--- src/rtl/bit_count_unit.sv ---
// bit_count_unit: multi-cycle ones/zeros/CLZ/CTZ counter examining CHUNK bits per cycle
module bit_count_unit #(
    parameter int WIDTH = 32,
    parameter int CHUNK = 8,
    localparam int RW = $clog2(WIDTH + 1),
    localparam int NCH = WIDTH / CHUNK
) (
    input  logic             clk,
    input  logic             reset,
    input  logic             start,
    input  logic [1:0]       mode,
    input  logic [WIDTH-1:0] data,
    output logic             busy,
    output logic             done,
    output logic [RW-1:0]    result
);
    localparam int IW = (NCH > 1) ? $clog2(NCH) : 1;
    localparam int CW = $clog2(CHUNK + 1);

    typedef enum logic {IDLE, RUN} state_t;

    state_t           state, state_n;
    logic [WIDTH-1:0] op, op_n;
    logic [1:0]       md, md_n;
    logic [RW-1:0]    acc, acc_n, res_n;
    logic [IW-1:0]    idx, idx_n, sel;
    logic             found, found_n, done_n;
    logic [CHUNK-1:0] chunk;
    logic [CW-1:0]    ones, lz, tz;
    logic             hit_l, hit_t;

    assign busy = (state == RUN);

    // CLZ walks the operand from the top chunk down; every other mode walks up from bit 0
    always_comb begin
        sel = (md == 2'b10) ? IW'(NCH - 1) - idx : idx;
        chunk = '0;
        for (int k = 0; k < NCH; k++)
            if (IW'(k) == sel) chunk = op[k*CHUNK +: CHUNK];
    end

    // Population count plus leading/trailing zero counts of the current chunk
    always_comb begin
        ones = '0;
        lz = '0;
        tz = '0;
        hit_l = 1'b0;
        hit_t = 1'b0;
        for (int i = 0; i < CHUNK; i++) begin
            ones = ones + CW'(chunk[i]);
            tz = tz + CW'(!hit_t && !chunk[i]);
            hit_t = hit_t | chunk[i];
            lz = lz + CW'(!hit_l && !chunk[CHUNK-1-i]);
            hit_l = hit_l | chunk[CHUNK-1-i];
        end
    end

    // Next-state logic: latch on start, accumulate one chunk per RUN cycle, publish on the last one
    always_comb begin
        state_n = state;
        op_n = op;
        md_n = md;
        acc_n = acc;
        idx_n = idx;
        found_n = found;
        res_n = result;
        done_n = 1'b0;
        if (state == IDLE) begin
            if (start) begin
                state_n = RUN;
                op_n = data;
                md_n = mode;
                acc_n = '0;
                idx_n = '0;
                found_n = 1'b0;
            end
        end else begin
            acc_n = (md == 2'b00) ? acc + RW'(ones) :
                    (md == 2'b01) ? acc + RW'(CW'(CHUNK) - ones) :
                    found         ? acc :
                                    acc + RW'(md[0] ? tz : lz);
            found_n = found | (|chunk);
            idx_n = idx + IW'(1);
            if (idx == IW'(NCH - 1)) begin
                state_n = IDLE;
                idx_n = '0;
                res_n = acc_n;
                done_n = 1'b1;
            end
        end
    end

    // State registers; reset aborts any operation in flight
    always_ff @(posedge clk or posedge reset) begin
        if (reset) begin
            state <= IDLE;
            op <= '0;
            md <= '0;
            acc <= '0;
            idx <= '0;
            found <= 1'b0;
            result <= '0;
            done <= 1'b0;
        end else begin
            state <= state_n;
            op <= op_n;
            md <= md_n;
            acc <= acc_n;
            idx <= idx_n;
            found <= found_n;
            result <= res_n;
            done <= done_n;
        end
    end
endmodule

--- config.mk ---
export PLATFORM = sky130hd
export DESIGN_NAME = bit_count_unit
export DESIGN_NICKNAME = d
export VERILOG_FILES = /design/src/rtl/bit_count_unit.sv
export SDC_FILE = /design/constraint.sdc
export NUM_CORES = 1
export LEC_CHECK = 0
export ABC_CLOCK_PERIOD_IN_PS = 18600
export CAP_MARGIN = 5
export CORE_AREA = 2 2 80 82
export DETAILED_ROUTE_END_ITERATION = 8
export DIE_AREA = 0 0 82 84
export DONT_BUFFER_PORTS = 1
export GPL_ROUTABILITY_DRIVEN = 0
export HOLD_SLACK_MARGIN = 0.15
export PLACE_DENSITY = 0.76
export SYNTH_ARGS = -nofsm -noshare
export SYNTH_HDL_FRONTEND = slang
export SYNTH_SLANG_ARGS = --single-unit
--- constraint.sdc ---
create_clock -name clk -period 18.6 [get_ports clk]
set_input_delay 0 -clock clk [delete_from_list [all_inputs] [get_ports clk]]
set_output_delay 0 -clock clk [all_outputs]
set_load 0.03 [all_outputs]
==> flow_summary.toml <==
[routing]
drc = 0
ant_nets = 0
wl_um = 8400
routed_wire_length_per_instance_um = 16.4
drt_iter0_drc = 154
vias = 2957
viasPerCell = 5.76
dr.pass1.iters = 4

[synthesis]
synth-simple-area-share_pct = 19.5
yosysTopAreaCellShare_pct = 33.6
synth_top_family_by_area = "simple AND/OR/NAND/NOR gates"
synth.area.top_cells = "dfrtp_1 (34%), nand2_1 (12%), ha_1 (8.6%)"
synth_top_cell_by_area = "dfrtp_1"
synthCells = 409
synth_compound_area_share_pct = 9.49
synth_area_um2 = 3800
muxShareOfSynthArea_pct = 13.2
yosys_warnings = 0
yosysSeqAreaShare_pct = 33.6
synthesis.nets = 485
synth-seq-cells = 51
synthAdderAreaFrac_pct = 15.4
avgSynthCellArea_um2 = 9.28
ys.flop_type = "dfrtp_1"
synth_xor_area_share_pct = 3.46
synth.distinct_cells = 47
synth_edf_count = 0
async_flop_share_pct = 100

[timing]
rsz0062_at_grt = "no"
finalMaxSlewViolations = 0
period_minus_slack_ns = 6.56
min_period_over_period_pct = 35.3
setup_tns_ns = 0
worst_pin_slew_ns = 1.18
slew_headroom_pct = 21.1
timing.hold.ws_ns = 0.329
skew_ns = 0.00437
finalHoldViolCount = 0
setup_violations = 0
fmax_mhz = 152

[floorplan]
rows = 29
dieArea_um2 = 6890
ioPinCount = 45
die_w_um = 82
die_y_um = 84
initial_core_util_pct = 62.3
core_um2 = 6100

[clock_network]
clkTransAtPathRegs_ns = 0.10
holdBufCountCts = 36
cts.sinks = 51
cts_tree = "yes"
htreeDepth = 2
cts_buffers = 5
cts_root_buffer = "clkbuf_8"
clock_path_buffers = 2
cts_setup_buffers = 0
clock_latency_ns = 0.31
postCtsResizedCells = 0

[grt]
use_met2_pct = 46.2
grt_pass1_wl_um = 14300
track_usage_pct = 26.7
use_met3_pct = 4.11
grt_pass1_vias = 3111
top_usage_layer = "met2"
grt_max_degree = 52
overflow = 0
use_met1_pct = 35.5
antenna_found_initial = 0

[worst_setup_path]
startpoint_type = "flop"
setup.worst_path.class = "reg -> reg"
reg2reg_depth = 21
crit_path_max_fanout = 17
crit_start = "md[0]"
r2r-start = "md[0]"
crit_path_end_kind = "flop"
cp.arrival_ns = 6.77
cp.required_ns = 18.80

[cells_and_area]
final_nets = 511
n_antenna_cell = 0
final_cell_mix = "nand2_1 (122), dfrtp_1 (51), dlygate4sd3_1 (36)"
drive_gt1_share_pct = 7.57
area_growth_pct = 12.5
final_cells = 513
layout_commonest_cell = "nand2_1"
stdcell_area_um2 = 4270

[job]
maxCapViolations = 0

[place]
portBuffers = 0
dp_hpwl_um = 5730
placed_cells = 468
placed_area_um2 = 3800

[status]
status = "finished clean"

[worst_hold_path]
holdCritStartpoint = "data[4]"
min_path_cells = 3
holdCritPathClass = "in -> reg"
==> path summary, 6_finish.rpt <==
check	to	slack [ns]
worst min-delay path	op[4]	0.33
worst max-delay path	acc[5]	12.04
worst max register to register	acc[5]	12.04
worst min register to register	op[9]	0.49
min in group asynchronous	done	0.39
max in group asynchronous	op[29]	17.58
==> layout make-up <==
class / instances / area (um2)
inverters: 26 / 97.6
repair buffers: 38 / 383
fillers: 437 / 1830
well taps: 77 / 96.3
multi-input cells: 313 / 2320
flip-flops and latches: 51 / 1280
clock buffers: 5 / 68.8
clock inverters: 3 / 23.8
==> cells by family (layout without fill, tap and decap cells) <==
logic type	after synthesis	in the layout
muxes	37	37
AOI/OAI and AO/OA	56	56
xor gates and xnor gates	15	15
DFF	51	51
adders and majority gates	39	39
and+or+nand+nor	166	166
buffers and inverters	45	72
==> critical path, cell delays in order (launching register included) <==
cell and delay (ns):
dfrtp_1 0.66, and2b_1 0.30, xnor2_1 0.31, mux4_2 0.60, inv_1 0.13, fa_1 0.45
fa_1 0.54, inv_1 0.05, fa_1 0.47, ha_1 0.24, fa_1 0.54, inv_1 0.09
ha_1 0.23, a21boi_0 0.30, and2_1 0.22, ha_1 0.28, nor3b_1 0.19, nand3_1 0.10
o221a_2 0.14, o211ai_1 0.16, mux2i_1 0.13, a311o_1 0.32
==> registers in the layout (all words and copies together) (netlist names) <==
register / cells
found: 1
acc: 6
idx: 2
result: 6
busy: 1
op: 32
done: 1
md: 2
==> through the flow <==
stage	util, %	worst slack [ns]
floorplan	-	12.59
global placement	62.4	12.25
detailed placement	62.4	12.02
CTS	69.8	12.01
global route	70.1	11.61
finish	70.1	12.04
==> metal layers <==
metal	part of all wire, %	up-vias
li1	-	1439
met1	43	1443
met2	52	66
met3	3.9	9
met4	1.0	0
met5	0	-
==> cell usage after synthesis, types with 2 or more instances <==
library cell  count
a21oi_1           8
a2bb2oi_1         2
nand2b_4          2
nand4b_1          3
xnor2_1          10
a21o_1            6
o311ai_0          2
buf_6             3
fa_1             13
o31ai_1           2
and2_1            4
mux2i_1          21
nand3_1           3
clkbuf_1         14
nand2b_1          2
dfrtp_1          51
mux4_1            2
mux4_2            7
o211ai_1          2
ha_1             26
nor2b_1           3
o22ai_1           4
mux2_2            6
inv_1            26
buf_4             2
nor3b_1           2
nand2_1         122
nor2_1           12
a211oi_1          6
nor3_1            4
xor2_1            5
o21ai_0          19
Power is left out: the tool's default activity adds up to more than one toggle a clock period on the data nets, which glitch-free logic cannot reach.
